===== src/rtl/lvds_deserializer_if.sv =====
// Byte stream from the deserializer FIFO to the downstream sample logic.
// master: deserializer (drives data/valid); slave: consumer (drives ready).
interface lvds_deserializer_if;
    logic [7:0] out_data;
    logic       out_valid;
    logic       out_ready;

    modport master (output out_data, output out_valid, input out_ready);
    modport slave  (input out_data, input out_valid, output out_ready);
endinterface


===== src/rtl/lvds_deserializer.sv =====
// LVDS byte deserializer: locks to idle/sync framing on DDR bit pairs, rebuilds bytes
// MSB first and queues them in a first-word-fall-through FIFO.
// Optional feature macro: DESER_STATS_EN adds frame_cnt / err_cnt statistics ports.
module lvds_deserializer #(
    parameter int unsigned LOCK_IDLE = 16,
    parameter int unsigned DEPTH     = 8,
    parameter int unsigned CNT_W     = 16
) (
    input  logic                     clk,
    input  logic                     reset_n,
    input  logic                     rx_hi,
    input  logic                     rx_lo,
    lvds_deserializer_if.master      bus,
    output logic                     locked,
    output logic                     sync_err,
    output logic                     overflow,
    input  logic                     ovf_clr
`ifdef DESER_STATS_EN
    ,
    output logic [CNT_W-1:0]         frame_cnt,
    output logic [CNT_W-1:0]         err_cnt
`endif
);

    localparam int unsigned PTR_W = $clog2(DEPTH);
    localparam logic [7:0]       LockIdle = 8'(LOCK_IDLE);
    localparam logic [PTR_W:0]   FullCnt  = (PTR_W + 1)'(DEPTH);
    localparam logic [PTR_W:0]   CntOne   = (PTR_W + 1)'(1);
    localparam logic [PTR_W-1:0] PtrOne   = PTR_W'(1);

    if (DEPTH < 2 || (DEPTH & (DEPTH - 1)) != 0) begin : g_bad_depth
        $error("DEPTH must be a power of 2 and at least 2");
    end
    if (LOCK_IDLE < 1 || LOCK_IDLE > 255) begin : g_bad_lock
        $error("LOCK_IDLE must be in 1..255");
    end
    if (CNT_W < 1) begin : g_bad_cnt
        $error("CNT_W must be at least 1");
    end

    typedef enum logic [1:0] {StHunt, StData, StSync} state_e;

    logic [1:0] pair;
    assign pair = {rx_hi, rx_lo};

    state_e     state_q, state_d;
    logic [7:0] idle_cnt_q, idle_cnt_d;
    logic [1:0] slot_q, slot_d;
    // Only the first three pairs need storing; the fourth comes straight from the line.
    logic [5:0] shift_q, shift_d;
    logic       locked_q, locked_d;
    logic       sync_err_q, sync_err_d;
    logic       byte_wr;
    logic [7:0] byte_val;

    // Framing next-state: hunt for idle run + sync, collect 4 data pairs, check sync slot.
    always_comb begin
        state_d    = state_q;
        idle_cnt_d = idle_cnt_q;
        slot_d     = slot_q;
        shift_d    = shift_q;
        locked_d   = locked_q;
        sync_err_d = 1'b0;
        byte_wr    = 1'b0;
        byte_val   = {shift_q, pair};
        unique case (state_q)
            StHunt: begin
                if (pair == 2'b00) begin
                    if (idle_cnt_q < LockIdle) idle_cnt_d = idle_cnt_q + 8'd1;
                end else if (pair == 2'b10 && idle_cnt_q == LockIdle) begin
                    state_d    = StData;
                    slot_d     = 2'd0;
                    locked_d   = 1'b1;
                    idle_cnt_d = 8'd0;
                end else begin
                    idle_cnt_d = 8'd0;
                end
            end
            StData: begin
                shift_d = {shift_q[3:0], pair};
                slot_d  = slot_q + 2'd1;
                if (slot_q == 2'd3) begin
                    byte_wr = 1'b1;
                    state_d = StSync;
                end
            end
            StSync: begin
                if (pair == 2'b10) begin
                    state_d = StData;
                    slot_d  = 2'd0;
                end else if (pair == 2'b00) begin
                    // Link went idle: this pair already counts toward the next lock.
                    state_d    = StHunt;
                    locked_d   = 1'b0;
                    idle_cnt_d = 8'd1;
                end else begin
                    state_d    = StHunt;
                    locked_d   = 1'b0;
                    idle_cnt_d = 8'd0;
                    sync_err_d = 1'b1;
                end
            end
            default: begin
                state_d  = StHunt;
                locked_d = 1'b0;
            end
        endcase
    end

    // Framing state registers.
    always_ff @(posedge clk) begin
        if (!reset_n) begin
            state_q    <= StHunt;
            idle_cnt_q <= 8'd0;
            slot_q     <= 2'd0;
            shift_q    <= 6'd0;
            locked_q   <= 1'b0;
            sync_err_q <= 1'b0;
        end else begin
            state_q    <= state_d;
            idle_cnt_q <= idle_cnt_d;
            slot_q     <= slot_d;
            shift_q    <= shift_d;
            locked_q   <= locked_d;
            sync_err_q <= sync_err_d;
        end
    end

    assign locked   = locked_q;
    assign sync_err = sync_err_q;

    logic [7:0]       mem_q [DEPTH];
    logic [PTR_W-1:0] wr_ptr_q, rd_ptr_q;
    logic [PTR_W:0]   count_q, count_d;
    logic             overflow_q, overflow_d;
    logic             rd_en, full, push, drop;

    assign rd_en = (count_q != '0) && bus.out_ready;
    assign full  = (count_q == FullCnt);
    // A read in the same cycle frees the slot, so a write to a full FIFO still lands.
    assign push  = byte_wr && (!full || rd_en);
    assign drop  = byte_wr && full && !rd_en;

    // FIFO occupancy and sticky overflow (clear wins over set).
    always_comb begin
        count_d = count_q;
        if (push && !rd_en) begin
            count_d = count_q + CntOne;
        end else if (!push && rd_en) begin
            count_d = count_q - CntOne;
        end
        overflow_d = ovf_clr ? 1'b0 : (overflow_q | drop);
    end

    // FIFO storage, pointers and status registers.
    always_ff @(posedge clk) begin
        if (!reset_n) begin
            for (int unsigned i = 0; i < DEPTH; i++) mem_q[i] <= 8'd0;
            wr_ptr_q   <= '0;
            rd_ptr_q   <= '0;
            count_q    <= '0;
            overflow_q <= 1'b0;
        end else begin
            if (push) begin
                mem_q[wr_ptr_q] <= byte_val;
                wr_ptr_q        <= wr_ptr_q + PtrOne;
            end
            if (rd_en) rd_ptr_q <= rd_ptr_q + PtrOne;
            count_q    <= count_d;
            overflow_q <= overflow_d;
        end
    end

    assign bus.out_data  = mem_q[rd_ptr_q];
    assign bus.out_valid = (count_q != '0);
    assign overflow      = overflow_q;

`ifdef DESER_STATS_EN
    logic [CNT_W-1:0] frame_cnt_q, err_cnt_q;

    // Statistics: every assembled byte (dropped ones too) and every sync error.
    always_ff @(posedge clk) begin
        if (!reset_n) begin
            frame_cnt_q <= '0;
            err_cnt_q   <= '0;
        end else begin
            if (byte_wr)    frame_cnt_q <= frame_cnt_q + CNT_W'(1);
            if (sync_err_d) err_cnt_q   <= err_cnt_q + CNT_W'(1);
        end
    end

    assign frame_cnt = frame_cnt_q;
    assign err_cnt   = err_cnt_q;
`endif

endmodule

===== src/flat_wrapper.sv =====
// flat-port wrapper written by rule: the top's interface ports become plain ports
module lvds_deserializer_flat 
#(
    parameter int unsigned LOCK_IDLE = 16,
    parameter int unsigned DEPTH     = 8,
    parameter int unsigned CNT_W     = 16
)
  (clk, reset_n, rx_hi, rx_lo, locked, sync_err, overflow, ovf_clr, bus_out_data, bus_out_valid, bus_out_ready);
  lvds_deserializer_if bus_i ();
  input  logic clk;
  input  logic reset_n;
  input  logic rx_hi;
  input  logic rx_lo;
  output logic locked;
  output logic sync_err;
  output logic overflow;
  input  logic ovf_clr;
  output wire logic [$bits(bus_i.out_data)-1:0] bus_out_data;
  output wire logic [$bits(bus_i.out_valid)-1:0] bus_out_valid;
  input wire logic [$bits(bus_i.out_ready)-1:0] bus_out_ready;
  assign bus_out_data = bus_i.out_data;
  assign bus_out_valid = bus_i.out_valid;
  assign bus_i.out_ready = bus_out_ready;
  lvds_deserializer #(.LOCK_IDLE(LOCK_IDLE), .DEPTH(DEPTH), .CNT_W(CNT_W)) u_core (.clk(clk), .reset_n(reset_n), .rx_hi(rx_hi), .rx_lo(rx_lo), .bus(bus_i), .locked(locked), .sync_err(sync_err), .overflow(overflow), .ovf_clr(ovf_clr));
endmodule

===== config.mk =====
export PLATFORM = sky130hd
export DESIGN_NAME = lvds_deserializer_flat
export DESIGN_NICKNAME = d
export VERILOG_FILES = /design/src/rtl/lvds_deserializer_if.sv /design/src/rtl/lvds_deserializer.sv /design/src/flat_wrapper.sv
export SDC_FILE = /design/constraint.sdc
export NUM_CORES = 1
export LEC_CHECK = 0
export CORE_ASPECT_RATIO = 0.75
export CORE_UTILIZATION = 30
export DETAILED_ROUTE_END_ITERATION = 8
export HOLD_SLACK_MARGIN = 0.02
export PLACE_DENSITY_LB_ADDON = 0.2
export SLEW_MARGIN = 20
export SYNTH_ARGS = -nofsm -noshare
export SYNTH_HDL_FRONTEND = slang
export SYNTH_SLANG_ARGS = --single-unit

===== constraint.sdc =====
create_clock -name clk -period 2.3 [get_ports clk]
set_input_delay 0.46 -clock clk [delete_from_list [all_inputs] [get_ports clk]]
set_output_delay 0.46 -clock clk [all_outputs]
set_load 0.01 [all_outputs]

==> metrics.yaml, run 1 <==
n_fill_cell: 1397
synth_area_um2: 4453
htree_levels: 3
diodes: 0
crit_path_cell_trace: "buf_12, buf_12, mux4_2, mux2_4, buf_6"
final-setup-viol-count: 7
synth_edf_count: 64
fin_crit_sh: 1.023
vias_per_cell: 4.416
cp.arrival_ns: 1.89
syn_avg_cell_area_um2: 12.91
drc: 0
wire_per_inst_um: 15.53
drt_wl_total_um: 9410
slew_headroom: 0.6023
die_h_um: 107.5
cts_tree: "built"
clk_pin_slew_ns: 0.07
fp.dieArea_um2: 15340
tightestPinTransition_ns: 0.5943
yosys_register_bits: 98
worst_path_largest_cell_delay_ns: 0.50
cp.required_ns: 1.84
final_layout_size_suffix_gt1_frac: 0.2562
synth_cell_types: 46
endpoint_kind: "primary output"
critPathLaunchType: "register"
ant_nets: 0
synthesis.nets: 360
vias: 2676
utilization: 0.3884
max-cap-violations: 0
fmax_ghz: 0.4250
post-route-min-period_ns: 2.353
skew_ns: 0.005121
slew_violations: 0
crit_path_frequent_cell: "buf_12"
min_path_type: "register to register"
clk_path_buf_depth: 2
place_hpwl_um: 6571
gp_congestion: 0.7216
finalHoldViolCount: 0
final_area_um2: 5633
placed_cells: 586
p_per_area_nw_per_um2: 845.4
synthFlopType: "edfxtp_1"
holdWs_ns: 0.4981
fin_ws_ns: -0.05274
place.port_buffers: 17
clkSinkCount: 98
synth.yosys.seq_area_share: 0.5844
crit_fanout: 6
power_mw: 4.762
nNetsFinal: 416
antenna_found_initial: 0
critPathSlowestCell: "mux4_2"
rows: 38
pin_count: 18
chipWidth_um: 142.7
start_util: 0.3071
irDropWorstVdd_mv: 0.4139
grt_max_degree: 33
grt_util_all_layers: 0.1366
grt_pass1_wl_um: 15320
pre_cts_ws_ns: -0.2358
status: "complete, but fails checks"
cpLargestDelayFamily: "multiplexers"
final.setup.tns_ns: -0.2909
worstSkewPairLatency_ns: 0.34
syn-instance-count: 345
grt_pass1_vias: 2844
p_leak_nw: 2.057
grt_overflow: 0
design.core.area_um2: 14500
cts_buffers: 9
path_class: "register to primary output"
hold_buffers: 0
dpl-instance-area_um2: 5201
worstPathBufferInverterCount: 3
synth_warnings: 0
synthArstFlopShare: 0
rsz0062_at_grt: "true"
root_buffer: "clkbuf_16"
fin_cells: 606
violations: "negative setup slack"
drt-initial-drc-count: 136
firstDrtPassIters: 4
syn2layout_area_growth_pct: 26.50
## worst paths after layout
path | from | to | slack, ns | cells after the start
worst max-delay path | register | bus_out_data[1] | -0.05 | 5
worst min-delay path | u_core.slot_q[0]$_SDFFE_PN0P_ | u_core.slot_q[0]$_SDFFE_PN0P_ | 0.50 | 2
worst max register to register | u_core.count_q[2]$_SDFFE_PN0P_ | u_core.count_q[2]$_SDFFE_PN0P_ | 0.12 | 9
worst min register to register | u_core.slot_q[0]$_SDFFE_PN0P_ | u_core.slot_q[0]$_SDFFE_PN0P_ | 0.50 | 2
## per-layer routing
metal | track usage | up-vias | wire length [um]
li1 | - | 1352 | -
met1 | 0.1889 | 1285 | 4743
met2 | 0.2146 | 35 | 4332
met3 | 0.03114 | 4 | 282
met4 | 0.03533 | 0 | 52
met5 | 0 | - | 0
## sequential cells by signal, summed over array words and instances (netlist names), named ones only
name,count
u_core.mem_q,64
u_core.count_q,4
u_core.locked,1
u_core.slot_q,2
u_core.overflow,1
u_core.wr_ptr_q,3
u_core.sync_err,1
u_core.idle_cnt_q,8
u_core.state_q,2
u_core.rd_ptr_q,3
u_core.shift_q,6
## where the power goes
group	switching [mW]	internal, mW
Sequential	0.0586	1.97
Combinational	0.412	0.619
Clock	0.644	1.06
Total	1.11	3.65
## Yosys cell counts (2+ instances only)
| cell | count | share of area |
|---|---|---|
| mux2_2 | 8 | 0.020 |
| inv_1 | 5 | 0.0042 |
| o21a_1 | 3 | 0.0051 |
| nand3_1 | 7 | 0.0079 |
| edfxtp_1 | 64 | 0.43 |
| mux2i_1 | 5 | 0.011 |
| xnor2_1 | 4 | 0.0079 |
| dfxtp_1 | 34 | 0.15 |
| and3_2 | 3 | 0.0051 |
| nor3_1 | 7 | 0.0079 |
| or3_1 | 3 | 0.0042 |
| buf_1 | 2 | 0.0017 |
| o21ai_0 | 8 | 0.0090 |
| and2_1 | 70 | 0.098 |
| a21boi_0 | 7 | 0.012 |
| o211ai_1 | 2 | 0.0034 |
| mux4_2 | 16 | 0.081 |
| nor2_1 | 11 | 0.0093 |
| nor3b_1 | 2 | 0.0034 |
| clkbuf_1 | 11 | 0.0093 |
| ha_1 | 8 | 0.022 |
| nor2b_1 | 5 | 0.0070 |
| or4_1 | 2 | 0.0034 |
| a21oi_1 | 5 | 0.0056 |
| nand2_1 | 21 | 0.018 |
| nand2b_1 | 12 | 0.017 |
## tightest hold or removal path, delay by kind of cell (launching register included)
kind | cells | cell delay [ns]
DFF | 1 | 0.32
AOI/OAI and AO/OA | 1 | 0.07
and+or+nand+nor | 1 | 0.06
## cell type report
type,instances,area (um2),area share
timing repair buffer,61,615.6,0.1093
tap,200,250.2,0.04442
clock inverter,7,117.6,0.02088
sequential,98,2606,0.4627
multi-input combinational,226,1799,0.3194
clock buffer,9,225.2,0.03998
inverter,5,18.77,0.003332
## cell families (layout without fill, tap and decap cells)
family	after synthesis	after routing	share of synthesized area
buffers and inverters	21	82	0.02192
AOI/OAI and AO/OA	32	32	0.04833
DFF	98	98	0.5844
and+or+nand+nor	151	151	0.1961
adders and majority gates	9	9	0.02697
muxes	29	29	0.1124
xor gates and xnor gates	5	5	0.009834
## placed cells by master (no fill, tap or decap), types with 7 or more instances in the layout
master and instances:
a21boi_0 7, and2_1 70, buf_12 9, buf_4 34, clkbuf_16 9, clkdlybuf4s50_1 9, dfxtp_1 33, edfxtp_1 64
mux4_2 16, nand2_1 20, nand2b_1 12, nand3_1 7, nor2_1 11, nor3_1 7, o21ai_0 8
## what timing repair did
item,in CTS,in global routing
resized for setup,34,8
setup buffers,2,2
endpoints found under the setup margin,8,9
pin swaps,0,1
No activity file was read; power rests on OpenSTA's default activity.
==> run 2, diff against run 1 <==
Settings changed: CORE_ASPECT_RATIO 0.75 to 0.6, PLACE_DENSITY_LB_ADDON 0.2 to unset.
==> run 2 against run 1 <==
Wire length rose by 0.58%. Critical endpoint is now bus_out_data[3]. Highest routed layer unchanged. Critical path type unchanged. The run still ends with negative setup slack left. Non-clock buffer count rose by 1. Global-route usage increased by 0.12 points. Worst setup slack improved by 0.043 ns. Via count up 4.3%. Power down 5.2%.
==> metrics.yaml, run 2 (synthesis gave the netlist of run 1 again) <==
place.port_buffers: 17
gp_congestion: 0.7466
p_seq_frac: 0.452
htree_levels: 3
final-setup-viol-count: 2
p_int_mw: 3.341
grt_pass1_wl_um: 15700
ant_nets: 0
tightestPinTransition_ns: 0.5754
rrSetupSlack_ns: 0.10
die_h_um: 96.37
critPathLaunchType: "register"
grt_overflow: 0
vias_per_cell: 4.612
ff2ff_path_depth: 10
drc: 0
min_from: "u_core.slot_q[0]$_SDFFE_PN0P_"
irDropWorstVdd_mv: 0.3949
slew_headroom: 0.6150
p_per_area_nw_per_um2: 815.6
design.core.area_um2: 14510
place_hpwl_um: 6776
grt_max_degree: 27
drt_wl_total_um: 9465
violations: "negative setup slack"
min_path_type: "register to register"
wire_per_inst_um: 15.64
clkSinkCount: 98
reg_top3: "u_core.mem_q: 64 flops, u_core.idle_cnt_q: 8 flops, u_core.shift_q: 6 flops"
combinationalPowerShare: 0.231
regMostFlops: "u_core.mem_q"
firstDrtPassIters: 4
switchingPower_mw: 1.174
drt-initial-drc-count: 116
pre_cts_ws_ns: -0.2626
fin_ws_ns: -0.009912
skew_ns: 0.009868
finalHoldViolCount: 0
slew_violations: 0
cts_buffers: 9
hold-path-cell-count: 2
cp.arrival_ns: 1.85
max-cap-violations: 0
diodes: 0
grt_util_all_layers: 0.1378
vias: 2790
chipWidth_um: 159.3
status: "complete, but fails checks"
p_leak_nw: 2.024
fp.dieArea_um2: 15350
r2r-start: "u_core.count_q[1]$_SDFFE_PN0P_"
clk_path_buf_depth: 2
final_layout_size_suffix_gt1_frac: 0.2826
pwr-share-clk: 0.318
cp.required_ns: 1.84
post-route-min-period_ns: 2.310
cts_tree: "built"
rows: 34
nNetsFinal: 417
root_buffer: "clkbuf_16"
fmax_ghz: 0.4329
holdWs_ns: 0.4925
worstSkewPairLatency_ns: 0.34
syn2layout_area_growth_pct: 24.33
utilization: 0.3817
final_common_cell: "and2_1"
pin_count: 18
start_util: 0.3070
grt_pass1_vias: 2967
largest_reg_flops: 64
hold_buffers: 0
rsz0062_at_grt: "true"
whs_endpoint: "u_core.slot_q[0]$_SDFFE_PN0P_"
clk_pin_slew_ns: 0.07
crit_fanout: 8
path_class: "register to primary output"
mostFrequentLayoutCells: "70 x and2_1, 64 x edfxtp_1, 38 x buf_4"
r2r-end: "u_core.count_q[3]$_SDFFE_PN0P_"
fin_crit_sh: 1.004
p_sw_frac: 0.2601
endpoint_kind: "primary output"
antenna_found_initial: 0
==> run 2: timing repair <==
| item | 4_1_cts | 5_1_grt |
|---|---|---|
| pin swaps | 0 | 4 |
| gates resized for setup | 46 | 20 |
| endpoints found under the hold margin | 0 | 0 |
| setup buffers | 2 | 0 |
| setup endpoints to repair | 10 | 10 |
==> run 2: cell type report <==
class | count | area (um2)
well taps | 198 | 247.7
inverters | 5 | 18.77
repair buffers | 62 | 544.3
multi-input cells | 226 | 1829
clock buffers | 9 | 225.2
flip-flops and latches | 98 | 2611
fillers | 1370 | 8970
clock inverters | 7 | 60.06
==> run 2: critical path, stage by stage, from the launching register on <==
cell     delay (ns)
dfxtp_4        0.38
buf_12         0.14
buf_6          0.10
mux4_2         0.49
mux2_4         0.28
buf_6          0.12
==> run 2: worst max path at each step <==
stage                   from                             end  slack [ns]  depth (start not counted)
6_report            register                 bus_out_data[3]       -0.01                          5
5_1_grt             register                 bus_out_data[3]       -0.06                          5
4_1_cts             register                 bus_out_data[3]       -0.05                          5
3_5_place_dp   bus_out_ready  u_core.count_q[3]$_SDFFE_PN0P_       -0.26                         10
3_3_place_gp   bus_out_ready  u_core.count_q[3]$_SDFFE_PN0P_       -0.18                         10
2_1_floorplan       register                 bus_out_data[0]        0.02                          4
==> run 2: power by group through the flow <==
| stage | Clock [mW] | Sequential, mW | Combinational [mW] |
|---|---|---|---|
| after floorplan | 0 | 2.04 | 0.543 |
| after global placement | 0 | 2.06 | 0.945 |
| after detailed placement | 0 | 2.06 | 0.957 |
| after CTS | 1.48 | 2.03 | 0.974 |
| after global routing | 1.54 | 2.06 | 1.15 |
| final | 1.43 | 2.04 | 1.04 |
==> run 2: metrics by stage <==
stage | instances | instance area, um2 | TNS (ns) | total power, mW
floorplan | 345 | 4459 | 0 | 2.588
global placement | 587 | 5146 | -0.3812 | 3.003
detailed placement | 587 | 5146 | -0.7588 | 3.019
CTS | 605 | 5453 | -0.09181 | 4.483
global route | 605 | 5537 | -0.2346 | 4.745
finish | 605 | 5537 | -0.01493 | 4.515
==> run 2: routing by layer <==
layer | vias up | wire [um] | share of wire | global-route usage
li1 | 1356 | - | - | -
met2 | 37 | 4083 | 0.43 | 0.2164
met4 | 0 | 91 | 0.0096 | 0.03606
met3 | 9 | 328 | 0.035 | 0.03329
met1 | 1388 | 4962 | 0.52 | 0.1919
met5 | - | 0 | 0 | 0
==> RTL change, RTL diff (flow settings as in run 2) <==
Put one more register stage on the output `overflow`, with the module's reset. The value now appears one clock later. The other outputs are not delayed to match.
--- a/src/rtl/lvds_deserializer.sv
+++ b/src/rtl/lvds_deserializer.sv
@@ -175,3 +175,9 @@
     assign bus.out_valid = (count_q != '0);
-    assign overflow      = overflow_q;
+    always_ff @(posedge clk) begin
+        if (!reset_n) begin
+            overflow <= '0;
+        end else begin
+            overflow <= overflow_q;
+        end
+    end
 
Formal check against the unedited RTL: no difference found for any inputs over 10 cycles, from zero or initial values and one cycle with reset_n low; that may be too few to reach the edited logic, so the function may still have changed.
==> RTL change against run 2 <==
The flow still finishes with violations (negative setup slack). Final area rose by 0.61%. Sequential cell count rose by 1. Setup slack got worse by 0.0063 ns. Worst hold slack got worse by 0.023 ns. Routed wire length rose by 1.3%. Synthesized cell count rose by 2.0%. Clock power rose by 3%. Power rose by 4.9%. Sequential share of layout area rose by 0.051 points. Area after synthesis fell by 0.31%. Die area fell by 0.30%. Critical endpoint is now bus_out_data[0]. Largest power group unchanged.
==> RTL change: results <==
global_route:
  use_met2_pct: 21.7
  grtUsageMet1_pct: 19.0
  grt_pass1_wl_mm: 15.7
  met3_usage_pct: 3.45
hold_path:
  hold-path-cell-count: 1
  worstHoldStart: "u_core.overflow_q"
power_and_ir_drop:
  p_clk_mw: 1.47
  p_int_mw: 3.46
  p_sw_share_pct: 27.1
  power_leakage_nw: 2.02
  comb_power_mw: 1.19
finish:
  n_all_inverters: 7
  multi_input_cells: 228
  clock_cell_area_share_pct: 5.26
  multi_input_area_um2: 1790
  seq_share_pct: 47.2
sta:
  worst_slack_ns: -0.0162
  setup_violations: 3
  worstMarginPinSlew_ns: 0.541
run_status:
  status: "complete, but fails checks"
  violations: "negative setup slack"
worst_setup_path:
  critPathMaxStageDelay_ns: 0.55
  crit_path_end: "bus_out_data[0]"
synthesis:
  ys_seq_area_share_pct: 59.1
  synthMuxAreaShare_pct: 11.3
place:
  place.gp.congestion: 0.790
  place_hpwl_mm: 6.83
route:
  routed_wl_mm: 9.59
RTL change: cell count changes after synthesis, sizes merged, moves of 3 or more:
| cell | before | now |
|---|---|---|
| a21boi | 8 | 0 |
| a21oi | 5 | 16 |
| and2 | 70 | 58 |
| nor2 | 11 | 19 |
| nor2b | 5 | 1 |
| nor3 | 7 | 10 |
| nor4 | 1 | 10 |
| o21ai | 8 | 5 |
| xor2 | 1 | 4 |
RTL change: per-layer routing:
metal / wire length (um) / vias to the layer above
li1: - / 1386
met1: 4840 / 1423
met2: 4290 / 54
met3: 387 / 7
met4: 70 / 0
met5: 0 / -
RTL change: metrics by stage:
| step | cells | hold WS (ns) | instance area [um^2] |
|---|---|---|---|
| after floorplan | 352 | 0.435 | 4460 |
| final | 605 | 0.470 | 5570 |
| after global routing | 605 | 0.498 | 5570 |
| after detailed placement | 588 | 0.462 | 5190 |
| after global placement | 588 | 0.448 | 5190 |
| after CTS | 605 | 0.472 | 5520 |
